**src/rtl/multiplier_if.sv**
```systemverilog
// Operand/result bundle for the shift-add multiplier.
// The master issues operands with a start pulse; the slave returns busy/done/product.
interface multiplier_if #(
    parameter int M = 26,
    parameter int N = 14
);
    logic           i_start;
    logic [M-1:0]   i_multiplicand;
    logic [N-1:0]   i_multiplier;
    logic [N-1:0]   i_addend;
    logic           o_busy;
    logic           o_done;
    logic [M+N-1:0] o_product;

    modport master (
        output i_start,
        output i_multiplicand,
        output i_multiplier,
        output i_addend,
        input  o_busy,
        input  o_done,
        input  o_product
    );

    modport slave (
        input  i_start,
        input  i_multiplicand,
        input  i_multiplier,
        input  i_addend,
        output o_busy,
        output o_done,
        output o_product
    );
endinterface

```
**src/rtl/multiplier.sv**
```systemverilog
// Sequential shift-add multiplier with addend: product = A*B + R.
// Retires one multiplier bit per clock, LSB first; fixed N+1 cycle latency.
module multiplier #(
    parameter int M = 26,
    parameter int N = 14
) (
    input  logic          i_clk,
    input  logic          i_rst_n,
    multiplier_if.slave   bus
);
    typedef enum logic [1:0] {
        S_IDLE,
        S_MUL,
        S_ADD
    } state_t;

    state_t         r_state;
    state_t         w_next;
    logic [M-1:0]   r_a;
    logic [N-1:0]   r_r;
    logic [M-1:0]   r_hi;
    logic [N-1:0]   r_lo;
    logic [4:0]     r_count;
    logic           r_done;
    logic [M+N-1:0] r_product;
    logic [M:0]     w_sum;
    logic [M+N:0]   w_cat;
    logic           w_last;

    assign w_sum  = {1'b0, r_hi} + (r_lo[0] ? {1'b0, r_a} : '0);
    // Concatenate then drop lo[0]; also covers N == 1 without a zero-width slice.
    assign w_cat  = {w_sum, r_lo};
    assign w_last = (r_count == 5'(N - 1));

    always_ff @(posedge i_clk) begin
        if (!i_rst_n) begin
            r_state <= S_IDLE;
        end else begin
            r_state <= w_next;
        end
    end

    always_comb begin
        w_next = r_state;
        unique case (r_state)
            S_IDLE:  if (bus.i_start) w_next = S_MUL;
            S_MUL:   if (w_last) w_next = S_ADD;
            S_ADD:   w_next = S_IDLE;
            default: w_next = S_IDLE;
        endcase
    end

    always_ff @(posedge i_clk) begin
        if (!i_rst_n) begin
            r_a       <= '0;
            r_r       <= '0;
            r_hi      <= '0;
            r_lo      <= '0;
            r_count   <= '0;
            r_done    <= 1'b0;
            r_product <= '0;
        end else begin
            r_done <= 1'b0;
            unique case (r_state)
                S_IDLE: begin
                    if (bus.i_start) begin
                        r_a     <= bus.i_multiplicand;
                        r_lo    <= bus.i_multiplier;
                        r_r     <= bus.i_addend;
                        r_hi    <= '0;
                        r_count <= '0;
                    end
                end
                S_MUL: begin
                    {r_hi, r_lo} <= w_cat[M+N:1];
                    r_count      <= r_count + 5'd1;
                end
                S_ADD: begin
                    r_product <= {r_hi, r_lo} + {{M{1'b0}}, r_r};
                    r_done    <= 1'b1;
                end
                default: ;
            endcase
        end
    end

    assign bus.o_busy    = (r_state != S_IDLE);
    assign bus.o_done    = r_done;
    assign bus.o_product = r_product;
endmodule
```
**src/flat_wrapper.sv**
```systemverilog
// flat-port wrapper written by rule: the top's interface ports become plain ports
module multiplier_flat 
#(
    parameter int M = 26,
    parameter int N = 14
)
  (i_clk, i_rst_n, bus_i_start, bus_i_multiplicand, bus_i_multiplier, bus_i_addend, bus_o_busy, bus_o_done, bus_o_product);
  multiplier_if #(.M(M), .N(N)) bus_i ();
  input  logic i_clk;
  input  logic i_rst_n;
  input wire logic [$bits(bus_i.i_start)-1:0] bus_i_start;
  input wire logic [$bits(bus_i.i_multiplicand)-1:0] bus_i_multiplicand;
  input wire logic [$bits(bus_i.i_multiplier)-1:0] bus_i_multiplier;
  input wire logic [$bits(bus_i.i_addend)-1:0] bus_i_addend;
  output wire logic [$bits(bus_i.o_busy)-1:0] bus_o_busy;
  output wire logic [$bits(bus_i.o_done)-1:0] bus_o_done;
  output wire logic [$bits(bus_i.o_product)-1:0] bus_o_product;
  assign bus_i.i_start = bus_i_start;
  assign bus_i.i_multiplicand = bus_i_multiplicand;
  assign bus_i.i_multiplier = bus_i_multiplier;
  assign bus_i.i_addend = bus_i_addend;
  assign bus_o_busy = bus_i.o_busy;
  assign bus_o_done = bus_i.o_done;
  assign bus_o_product = bus_i.o_product;
  multiplier #(.M(M), .N(N)) u_core (.i_clk(i_clk), .i_rst_n(i_rst_n), .bus(bus_i));
endmodule
```
**config.mk**
```make
export PLATFORM = sky130hd
export DESIGN_NAME = multiplier_flat
export DESIGN_NICKNAME = d
export VERILOG_FILES = /design/src/rtl/multiplier_if.sv /design/src/rtl/multiplier.sv /design/src/flat_wrapper.sv
export SDC_FILE = /design/constraint.sdc
export NUM_CORES = 1
export LEC_CHECK = 0
export CORE_MARGIN = 2
export CORE_UTILIZATION = 50
export DETAILED_ROUTE_END_ITERATION = 6
export DONT_BUFFER_PORTS = 1
export PLACE_DENSITY_LB_ADDON = 0.12
export RECOVER_POWER = 100
export SETUP_SLACK_MARGIN = 0.05
export SYNTH_ARGS = -nofsm -noshare
export SYNTH_HDL_FRONTEND = slang
export SYNTH_SLANG_ARGS = --single-unit
```
**constraint.sdc**
```tcl
create_clock -name i_clk -period 3.2 [get_ports i_clk]
set_input_delay 0.48 -clock i_clk [delete_from_list [all_inputs] [get_ports i_clk]]
set_output_delay 0.48 -clock i_clk [all_outputs]
set_load 0.02 [all_outputs]
```
==> key figures, run 1 <==
Final layout
  • Layout cell share with drive strength beyond 1: approximately 7.7%
  • Multi-input gate area: 4220 um2
  • Area Growth Syn to Fin: 11.7%
  • Layout net count: about 980
  • Fillers: 1296
  • FF/Latch Area: 2560 um2
  • ANT cells: 0

Global route
  • Gr ovfl total: 0
  • Initial antenna violation count: 0
  • Global-route wire length before repair: between 20 and 30 mm
  • Largest net degree at the start of global routing: 56
  • Total global-route track usage: roughly 25%
  • Number of global-route vias before repair: approximately 5700

Floorplan
  • Row cnt: 43
  • DIE HEIGHT: ~120 um
  • Ports: 99
  • Core area: around 14000 um2
  • Die area: 15100 um2
  • Die width: approximately 120 um
  • Initial core utilization: between 50% and 60%

Clock network
  • Worst-skew pair later-pin latency: 0.42 ns
  • H-tree levels: 4
  • Max clock buf depth: 2
  • Clk slew on worst S/H paths: approximately 0.060 ns
  • Clock Sinks: around 130
  • CTS tree: done
  • Post-CTS Setup Bufs: 0
  • CTS buffer count: 17
  • Clock root cell: clkbuf_16

Power and ir drop
  • PwrDens: between 500 and 600 nW/um2
  • Max IR drop VDD: about 0.38 mV
  • Psw: approximately 0.95 mW
  • Combinational power share: around 7%
  • Clock group share of total power: around 52%
  • Seq pwr share: around two fifths
  • Cell internal pwr: roughly 3.2 mW
  • Sw Ratio: about 23%
  • Leakage: 3.14 nW

Synthesis
  • FFs w/ async S/R, synth: 0%
  • Yosys top cell area share: between 30% and 40%
  • Most common flop cell mapped by yosys: dfxtp_1
  • Mapped Cells: approximately 890
  • Leading area contributor after synthesis: dfxtp_1
  • Largest cells by area after synthesis: dfxtp_1 36%, a21oi_1 8.5%, nand2_1 8.5%
  • Number of synthesized flops with an enable pin: 0
  • Syn_area_per_cell: ~8 um2
  • Cell variety after synth: 63
  • Syn Nets: between 900 and 1000
  • FF+latch count, synth: 128
  • Synth Warn #: 0
  • Post-synthesis sequential area ratio: between 30% and 40%
  • Cell area after synthesis: ~7000 um2

Worst setup path
  • Crit Path Class: flop to flop
  • Worst-path fanout max: 18
  • Crit path required time: 3.48 ns
  • CP Data Arrival Time: about 3.2 ns
  • CP Launch Type: flop
  • R2R depth: 10
  • Critical path capture point type: flop

Timing
  • Slew @ Worst Pin: around 1.4 ns
  • Max-slew violation count: 0
  • Final worst slack: roughly 0.33 ns
  • Slew margin rel.: about 9%
  • Crit path time final: 2.87 ns
  • Worst Skew: 0.00850 ns
  • Final setup vio count: 0
  • Fmax: roughly 350 MHz
  • Setup TNS: 0 ns
  • RSZ-0062 raised after global routing: false
  • Hold Violations, Final: 0
  • Final Cycle Share: 89.7%

Detailed routing
  • Drt total wl: roughly 19 mm
  • DRC viols: 0
  • Vias: 6223
  • Iteration-0 DRC Markers: 401
  • Drt pass-1 iters: 5
  • Vias/cell: roughly 6
  • Wire per inst: 17.5 um
  • Detail Route Antenna Nets: 0

Job
  • Max-cap violation count: 0

Hold path
  • Worst Hold Depth: 1
  • Hold/Removal Path Class: input pin to flop

Place
  • PortBufs: 0
  • Pre-CTS setup slack: between 0.2 and 0.25 ns
  • Routability cong.: between 0.8 and 0.9
  • Detail Placement HPWL: 13.7 mm

Run status
  • Status: completed
-- kinds of logic after synthesis --
logic type	count (synthesis)	share of synthesized area (%)
and+or+nand+nor	324	21.4
AOI/OAI and AO/OA	266	23.2
DFF	128	36.4
xor gates and xnor gates	57	7.09
adders and majority gates	44	8.03
buffers and inverters	64	3.64
muxes	2	0.284
-- power groups by stage --
stage	registers, mW	clock network [mW]	logic, mW
global placement	1.71	0	0.283
finish	1.68	2.17	0.289
global route	1.68	2.27	0.322
CTS	1.68	2.19	0.289
floorplan	1.70	0	0.226
detailed placement	1.71	0	0.288
-- through the flow --
| stage | cell area [um2] | hold WS, ns | util [%] | cells | total power, mW |
|---|---|---|---|---|---|
| floorplan | 7040 | 0.432 | - | 885 | 1.92 |
| detailed placement | 7250 | 0.445 | 52.4 | 1037 | 2.00 |
| global placement | 7250 | 0.443 | 52.4 | 1037 | 1.99 |
| finish | 7870 | 0.175 | 56.9 | 1068 | 4.14 |
| global route | 7870 | 0.168 | 56.9 | 1068 | 4.28 |
| CTS | 7900 | 0.169 | 57.1 | 1068 | 4.16 |
-- path summary, 6_finish.rpt --
path / startpoint / endpoint / slack, ns
setup / recovery: u_core.r_lo[0] / u_core.r_hi[21] / 0.33
setup reg to reg: u_core.r_lo[0] / u_core.r_hi[21] / 0.33
hold / removal: i_rst_n / u_core.r_count[3] / 0.17
hold reg to reg: u_core.r_a[13] / u_core.r_a[13] / 0.45
-- metal layers --
metal | up-vias | global-route usage, % | part of all wire (%)
met1 | 2921 | 36.2 | 50
met4 | 0 | 7.97 | 1.1
met2 | 164 | 37.5 | 43
met3 | 14 | 5.44 | 6.1
li1 | 3124 | - | -
met5 | - | 0 | 0
-- cells in the mapped netlist, types with 2 or more instances --
| cell | instances |
|---|---|
| clkbuf_1 | 42 |
| nand2b_1 | 3 |
| a21o_1 | 22 |
| or3_1 | 5 |
| a21o_2 | 2 |
| buf_2 | 2 |
| a31oi_1 | 8 |
| ha_1 | 42 |
| o31a_2 | 2 |
| nand2_1 | 159 |
| nor2_1 | 39 |
| and2_1 | 29 |
| nor3_1 | 9 |
| a311o_1 | 2 |
| buf_1 | 5 |
| a32o_1 | 2 |
| nor4_1 | 3 |
| xnor2_1 | 29 |
| a211oi_1 | 17 |
| fa_1 | 2 |
| nand4b_1 | 2 |
| nand3_1 | 33 |
| a2111oi_0 | 2 |
| a21oi_2 | 2 |
| a21oi_1 | 120 |
| o21a_1 | 7 |
| and3_2 | 2 |
| nor2b_1 | 5 |
| o21ai_0 | 41 |
| and4_1 | 3 |
| a22oi_1 | 14 |
| o2111ai_1 | 2 |
| and3_1 | 9 |
| dfxtp_1 | 128 |
| o21ai_1 | 3 |
| o211ai_1 | 3 |
| nand4_1 | 14 |
| xor2_1 | 28 |
| o22ai_1 | 2 |
| o21bai_1 | 4 |
| mux2i_1 | 2 |
| nor3b_1 | 3 |
| inv_1 | 12 |
-- cell usage in the layout (no fill, tap or decap), drive strengths merged, types with 13 or more instances in the layout --
cell    synthesis  final
inv            12     13
xnor2          29     29
buf             8     19
clkbuf         42     24
nor2           39     39
a21oi         122    122
ha             42     42
o21ai          44     44
nand4          14     14
xor2           28     28
a211oi         17     17
a21o           24     24
nand2         160    160
nand3          34     34
a22oi          14     14
and2           29     29
dfxtp         128    128
-- registers in the layout, summed over array words and instances (netlist names) --
| signal | cells |
|---|---|
| u_core.r_a | 26 |
| u_core.r_state | 2 |
| u_core.bus.o_done | 1 |
| u_core.r_lo | 14 |
| u_core.r_r | 14 |
| u_core.r_hi | 26 |
| u_core.bus.o_product | 40 |
| u_core.r_count | 5 |
-- final cells by class --
class	instances	area share, %
clock buffer	20	5.55
clock inverter	11	2.70
sequential	128	32.6
tap	180	2.86
multi-input combinational	693	53.7
timing repair buffer	23	2.02
inverter	13	0.620
-- worst max-delay path, stage by stage (launching register included) --
cell and delay, ns:
dfxtp_1 0.35, buf_4 0.19, and2_1 0.16, ha_1 0.39, nand3_2 0.16, or3_1 0.37
o21a_1 0.25, or3_1 0.40, a21oi_1 0.24, xnor2_1 0.15, o21ai_1 0.07
-- timing repair --
action	in CTS	in global routing
resized for setup	0	1
hold endpoints to repair	0	0
hold buffers	0	0
setup endpoints to repair	0	6
(Power assumes the default switching activity.)
==> run 2, diff against run 1 <==
--- a/config.mk
+++ b/config.mk
@@ -5,7 +5,6 @@
 export SDC_FILE = /design/constraint.sdc
 export NUM_CORES = 1
 export LEC_CHECK = 0
-export CORE_MARGIN = 2
 export CORE_UTILIZATION = 50
 export DETAILED_ROUTE_END_ITERATION = 6
 export DONT_BUFFER_PORTS = 1
==> run 2 against run 1 <==
The flow now finishes with violations (max-capacitance violations, max-slew violations). Combinational power down 2%. Worst hold slack better by 0.011 ns. Sequential power about the same. Non-clock buffer count fell by 5.
==> key figures, run 2 (same netlist as run 1, synthesis figures left out) <==
Run status
  • Status: finished with violations
  • Failing checks: max-capacitance violations, max-slew violations

Global route
  • Number of global-route vias before repair: 5737 (+0.90%)
  • Global-route wire length before repair: 29.3 mm (+0.33%)
  • Largest net degree at the start of global routing: 72 (+29%)
  • Total global-route track usage: 26.0% (+0.76 points)
  • Gr ovfl total: 0 (unchanged)
  • Initial antenna violation count: 0 (unchanged)

Final layout
  • Most common cell after layout, fill and taps aside: nand2_1
  • Design area: 7800 um2 (-0.80%)
  • Layout net count: 972 (-0.51%)
  • Largest register FFs: 40 (unchanged)
  • ANT cells: 0 (unchanged)
  • Layout cell share with drive strength beyond 1: 7.13% (-0.52 points)
  • Most frequent cells in the layout: 160 x nand2_1, 128 x dfxtp_1, 120 x a21oi_1
  • Area Growth Syn to Fin: 10.8%
  • Final non-filler cell total: 1063 (-0.47%)

Timing
  • Hold WS: 0.186 ns (+0.0112 ns)
  • Worst Skew: 0.00888 ns (+0.000377 ns)
  • Final Cycle Share: 92.6% (+3.0 points)
  • Slew @ Worst Pin: 1.55 ns (+0.188 ns)
  • Crit path time final: 2.96 ns (+0.0949 ns)
  • Setup TNS: 0 ns (unchanged)
  • Slew margin rel.: -3.94% (-13 points)
  • RSZ-0062 raised after global routing: false
  • Final setup vio count: 0 (unchanged)
  • Max-slew violation count: 47 (+47)
  • Hold Violations, Final: 0 (unchanged)
  • Final worst slack: 0.236 ns (-0.0949 ns)
  • Fmax: 337 MHz (-3.2%)

Place
  • Post-DP Area: 7210 um2 (-0.52%)
  • Routability cong.: 0.876 (+5.7%)
  • PortBufs: 0 (unchanged)
  • Pre-CTS setup slack: 0.257 ns (+0.0343 ns)
  • Placed Cells: 1032 (-0.48%)
  • Detail Placement HPWL: 13.3 mm (-2.9%)

Worst setup path
  • Crit path required time: 3.50 ns (+0.02 ns)
  • Cell mode on critical path: buf_4
  • CP Data Arrival Time: 3.26 ns (+0.11 ns)
  • CP Launch Type: flop
  • Worst-path fanout max: 23 (+5)
  • Worst path bufs/invs: 2 (+1)
  • R2R Setup Slk: 0.24 ns (-0.09 ns)
  • Critical Path Max Stage Delay: 0.47 ns (+0.07 ns)
  • Worst path depth: 11 (+1)
  • Crit path cell chain: buf_4 > and2_0 > ha_1 > nand3_1 > o22ai_1 > o31ai_1 > buf_4 > o31a_2 > o21ai_0 > a311o_1 > o211ai_1
  • Critical path capture point type: flop
  • Crit Path Class: flop to flop
  • Crit-path slowest cell: o21ai_0
  • R2R depth: 11 (+1)
  • Delay-heaviest family, CP: compound AO/OA/AOI/OAI gates

Floorplan
  • DIE HEIGHT: 121 um (-1.6%)
  • Ports: 99 (unchanged)
  • Die width: 121 um (-1.6%)
  • Initial core utilization: 50.9% (unchanged)
  • Die area: 14600 um2 (-3.2%)
  • Row cnt: 43 (unchanged)
  • Core area: 13800 um2 (unchanged)

Detailed routing
  • Drt pass-1 iters: 5 (unchanged)
  • Vias: 6176 (-0.76%)
  • Drt total wl: 18.1 mm (-3.0%)
  • DRC viols: 0 (unchanged)
  • Detail Route Antenna Nets: 0 (unchanged)
  • Iteration-0 DRC Markers: 413 (+3.0%)
  • Vias/cell: 5.81 (-0.29%)
  • Wire per inst: 17.1 um (-2.6%)

Power and ir drop
  • Max IR drop VDD: 0.374 mV (-0.91%)
  • Leakage: 3.11 nW (-0.91%)
  • PwrDens: 519 nW/um2 (-1.2%)

Clock network
  • Hold-fix buffers, CTS: 0 (unchanged)
  • Clock root cell: clkbuf_16
  • Worst-skew pair later-pin latency: 0.42 ns (about the same)
  • CTS buffer count: 17 (unchanged)
  • Clk slew on worst S/H paths: 0.06 ns (about the same)
  • H-tree levels: 4 (unchanged)
  • Max clock buf depth: 2 (unchanged)
  • Post-CTS sizing: 0 (unchanged)
  • Clock Sinks: 128 (unchanged)
  • CTS tree: done
  • Post-CTS Setup Bufs: 0 (unchanged)

Hold path
  • Hold/Removal Path Class: input pin to flop
  • Worst Hold Depth: 2 (+1)

Job
  • Max-cap violation count: 1 (+1)
run 2: layout make-up:
type	instances	area (um2)
fill	1280	6020
multi-input combinational	693	4220
sequential	128	2560
clock buffer	20	447
tap	180	225
clock inverter	11	188
timing repair buffer	18	119
inverter	13	48.8
run 2: worst paths after layout:
check / start / endpoint
setup / recovery: u_core.r_lo[0] / u_core.r_hi[24]
hold / removal: bus_i_multiplicand[15] / u_core.r_a[15]
setup reg to reg: u_core.r_lo[0] / u_core.r_hi[24]
hold reg to reg: u_core.r_a[13] / u_core.r_a[13]
run 2: routing by layer:
| layer | global-route usage (%) | up-vias | wire (um) |
|---|---|---|---|
| met5 | 0 | - | 0 |
| met4 | 7.95 | 0 | 284 |
| met3 | 6.18 | 23 | 967 |
| met2 | 37.3 | 150 | 7600 |
| met1 | 38.0 | 2882 | 9290 |
| li1 | - | 3121 | - |
run 2: stage by stage:
stage	utilization [%]	total power, mW
after floorplan	-	1.92
after global placement	52.1	1.99
after detailed placement	52.1	2.00
after CTS	56.7	4.09
after global routing	56.4	4.19
final	56.4	4.05
run 2: power breakdown:
group	switching [mW]	internal (mW)	leakage, nW
Sequential	0.0381	1.64	1.04
Clock	0.699	1.39	0.302
Combinational	0.190	0.0923	1.77
==> run 3, diff against run 2 <==
--- a/config.mk
+++ b/config.mk
@@ -5,6 +5,7 @@
 export SDC_FILE = /design/constraint.sdc
 export NUM_CORES = 1
 export LEC_CHECK = 0
+export CORE_MARGIN = 8
 export CORE_UTILIZATION = 50
 export DETAILED_ROUTE_END_ITERATION = 6
 export DONT_BUFFER_PORTS = 1
==> run 3 against run 2 <==
Via count is 0.78% higher. Clock power hardly changed. Global-route usage is 4.7 points lower. Sequential share of layout area is 0.12 points higher. Largest cell class unchanged. The run now ends clean. Count of clock-buffer cells in the layout is 1 lower. Highest routed layer unchanged.
==> key figures, run 3 (same netlist as run 1, synthesis figures left out) <==
Clock network
  • Clock root cell: clkbuf_16
  • CTS buffer count: 17 (unchanged)
  • Post-CTS Setup Bufs: 0 (unchanged)
  • Clock Sinks: 128 (unchanged)
  • Max clock buf depth: 2 (unchanged)
  • H-tree levels: 4 (unchanged)
  • Worst-skew pair later-pin latency: 0.43 ns (about the same)
  • CTS tree: done
  • Clk slew on worst S/H paths: 0.06 ns (about the same)
  • Hold-fix buffers, CTS: 0 (unchanged)
  • Post-CTS sizing: 0 (unchanged)

Detailed routing
  • Detail Route Antenna Nets: 0 (unchanged)
  • Iteration-0 DRC Markers: 548 (+33%)
  • Drt total wl: 19.3 mm (+6.6%)
  • DRC viols: 0 (unchanged)
  • Wire per inst: 18.2 um (+6.9%)
  • Vias/cell: 5.87 (+1.1%)
  • Drt pass-1 iters: 4 (-1)
  • Vias: 6224 (+0.78%)

Final layout
  • Layout cell share with drive strength beyond 1: 6.93% (-0.20 points)
  • Layout net count: 968 (-0.41%)
  • Area Growth Syn to Fin: 10.4%
  • FF/Latch Area: 2560 um2 (unchanged)
  • Largest register FFs: 40 (unchanged)
  • Final core utilization: 56.2% (-0.20 points)
  • Design area: 7780 um2 (-0.35%)
  • Multi-input gate area: 4210 um2 (-0.21%)
  • Most common cell after layout, fill and taps aside: nand2_1
  • ANT cells: 0 (unchanged)
  • Most frequent cells in the layout: 159 x nand2_1, 128 x dfxtp_1, 121 x a21oi_1
  • Fillers: 1285 (+0.39%)

Place
  • Pre-CTS setup slack: 0.309 ns (+0.0524 ns)
  • PortBufs: 0 (unchanged)
  • Routability cong.: 0.855 (-2.4%)
  • Detail Placement HPWL: 14.2 mm (+6.9%)
  • Post-DP Area: 7180 um2 (-0.42%)

Timing
  • Final Cycle Share: 93.7% (+1.1 points)
  • Final setup vio count: 0 (unchanged)
  • Max-slew violation count: 0 (-100%)
  • Fmax: 333 MHz (-1.2%)
  • Slew @ Worst Pin: 1.17 ns (-0.378 ns)
  • RSZ-0062 raised after global routing: false
  • Worst Skew: 0.00716 ns (-0.00171 ns)
  • Crit path time final: 3.00 ns (+0.0349 ns)
  • Hold Violations, Final: 0 (unchanged)
  • Slew margin rel.: 21.6% (+26 points)
  • Setup TNS: 0 ns (unchanged)
  • Final worst slack: 0.201 ns (-0.0349 ns)

Global route
  • Initial antenna violation count: 0 (unchanged)
  • Largest net degree at the start of global routing: 70 (-2.8%)
  • Number of global-route vias before repair: 5885 (+2.6%)
  • Global-route wire length before repair: 30.8 mm (+4.9%)
  • Total global-route track usage: 21.3% (-4.7 points)
  • Gr ovfl total: 0 (unchanged)

Power and ir drop
  • Psw: 0.975 mW (+5.2%)
  • PwrDens: 521 nW/um2 (+0.35%)
  • Clock group share of total power: 51.5% (about the same)
  • Seq pwr share: 41.4% (about the same)
  • Sw Ratio: 24.1% (+1.2 points)
  • Leakage: 3.09 nW (-0.50%)
  • Combinational power share: 7.1% (about the same)
  • Cell internal pwr: 3.08 mW (-1.6%)
  • Max IR drop VDD: 0.321 mV (-14%)

Worst setup path
  • Crit path required time: 3.51 ns (about the same)
  • Worst-path fanout max: 24 (+4.3%)
  • Critical path capture point type: flop
  • Crit Path Class: flop to flop
  • CP Data Arrival Time: 3.31 ns (+0.05 ns)
  • R2R Setup Slk: 0.20 ns (-0.03 ns)
  • CP Launch Type: flop

Floorplan
  • Die area: 18100 um2 (+25%)
  • Core area: 13800 um2 (unchanged)
  • Ports: 99 (unchanged)
  • Row cnt: 43 (unchanged)
  • Initial core utilization: 50.9% (unchanged)
  • DIE HEIGHT: 135 um (+12%)
  • Die width: 135 um (+12%)

Job
  • Max-cap violation count: 0 (-1)

Hold path
  • Hold/Removal Path Class: input pin to flop

Run status
  • Status: completed
[run 3: power groups by stage]
stage / Sequential [mW] / Clock [mW] / Combinational [mW]
global route: 1.68 / 2.19 / 0.319
global placement: 1.71 / 0 / 0.277
detailed placement: 1.71 / 0 / 0.286
CTS: 1.68 / 2.11 / 0.288
finish: 1.68 / 2.09 / 0.286
floorplan: 1.70 / 0 / 0.226
[run 3: path summary, 6_finish.rpt]
| kind | from | endpoint | cells after the start |
|---|---|---|---|
| worst max register to register | u_core.r_lo[0] | u_core.r_hi[21] | 10 |
| worst min register to register | u_core.r_a[13] | u_core.r_a[13] | 2 |
| worst min-delay path | i_rst_n | u_core.r_count[3] | 1 |
| worst max-delay path | u_core.r_lo[0] | u_core.r_hi[21] | 10 |
[run 3: cell type report]
type                    instances  share of cell area [%]
multi-input cells             693                    54.1
flip-flops and latches        128                    32.9
clock buffers                  19                    5.82
well taps                     180                    2.90
clock inverters                13                    2.40
repair buffers                 14                    1.22
inverters                      13                   0.627
[run 3: per-layer routing]
| layer | vias up | GRT usage, % | wire [um] |
|---|---|---|---|
| met5 | - | 0 | 0 |
| met4 | 0 | 8.73 | 390 |
| met3 | 28 | 4.87 | 1140 |
| met2 | 187 | 31.2 | 8200 |
| met1 | 2904 | 29.5 | 9620 |
| li1 | 3105 | - | - |
[run 3: critical path, stage by stage (launching register included)]
cell and delay (ns):
dfxtp_1 0.34, buf_4 0.21, and2_1 0.18, ha_1 0.38, nand3_1 0.21, or3_1 0.39, o21a_1 0.27, or3_1 0.40
a21oi_1 0.27, xnor2_1 0.16, o21ai_1 0.07
[run 3: stage by stage]
| step | instances | power [mW] | hold slack [ns] |
|---|---|---|---|
| final | 1060 | 4.05 | 0.176 |
| after detailed placement | 1028 | 2.00 | 0.443 |
| after floorplan | 885 | 1.92 | 0.432 |
| after global placement | 1028 | 1.99 | 0.443 |
| after CTS | 1060 | 4.08 | 0.168 |
| after global routing | 1060 | 4.20 | 0.177 |
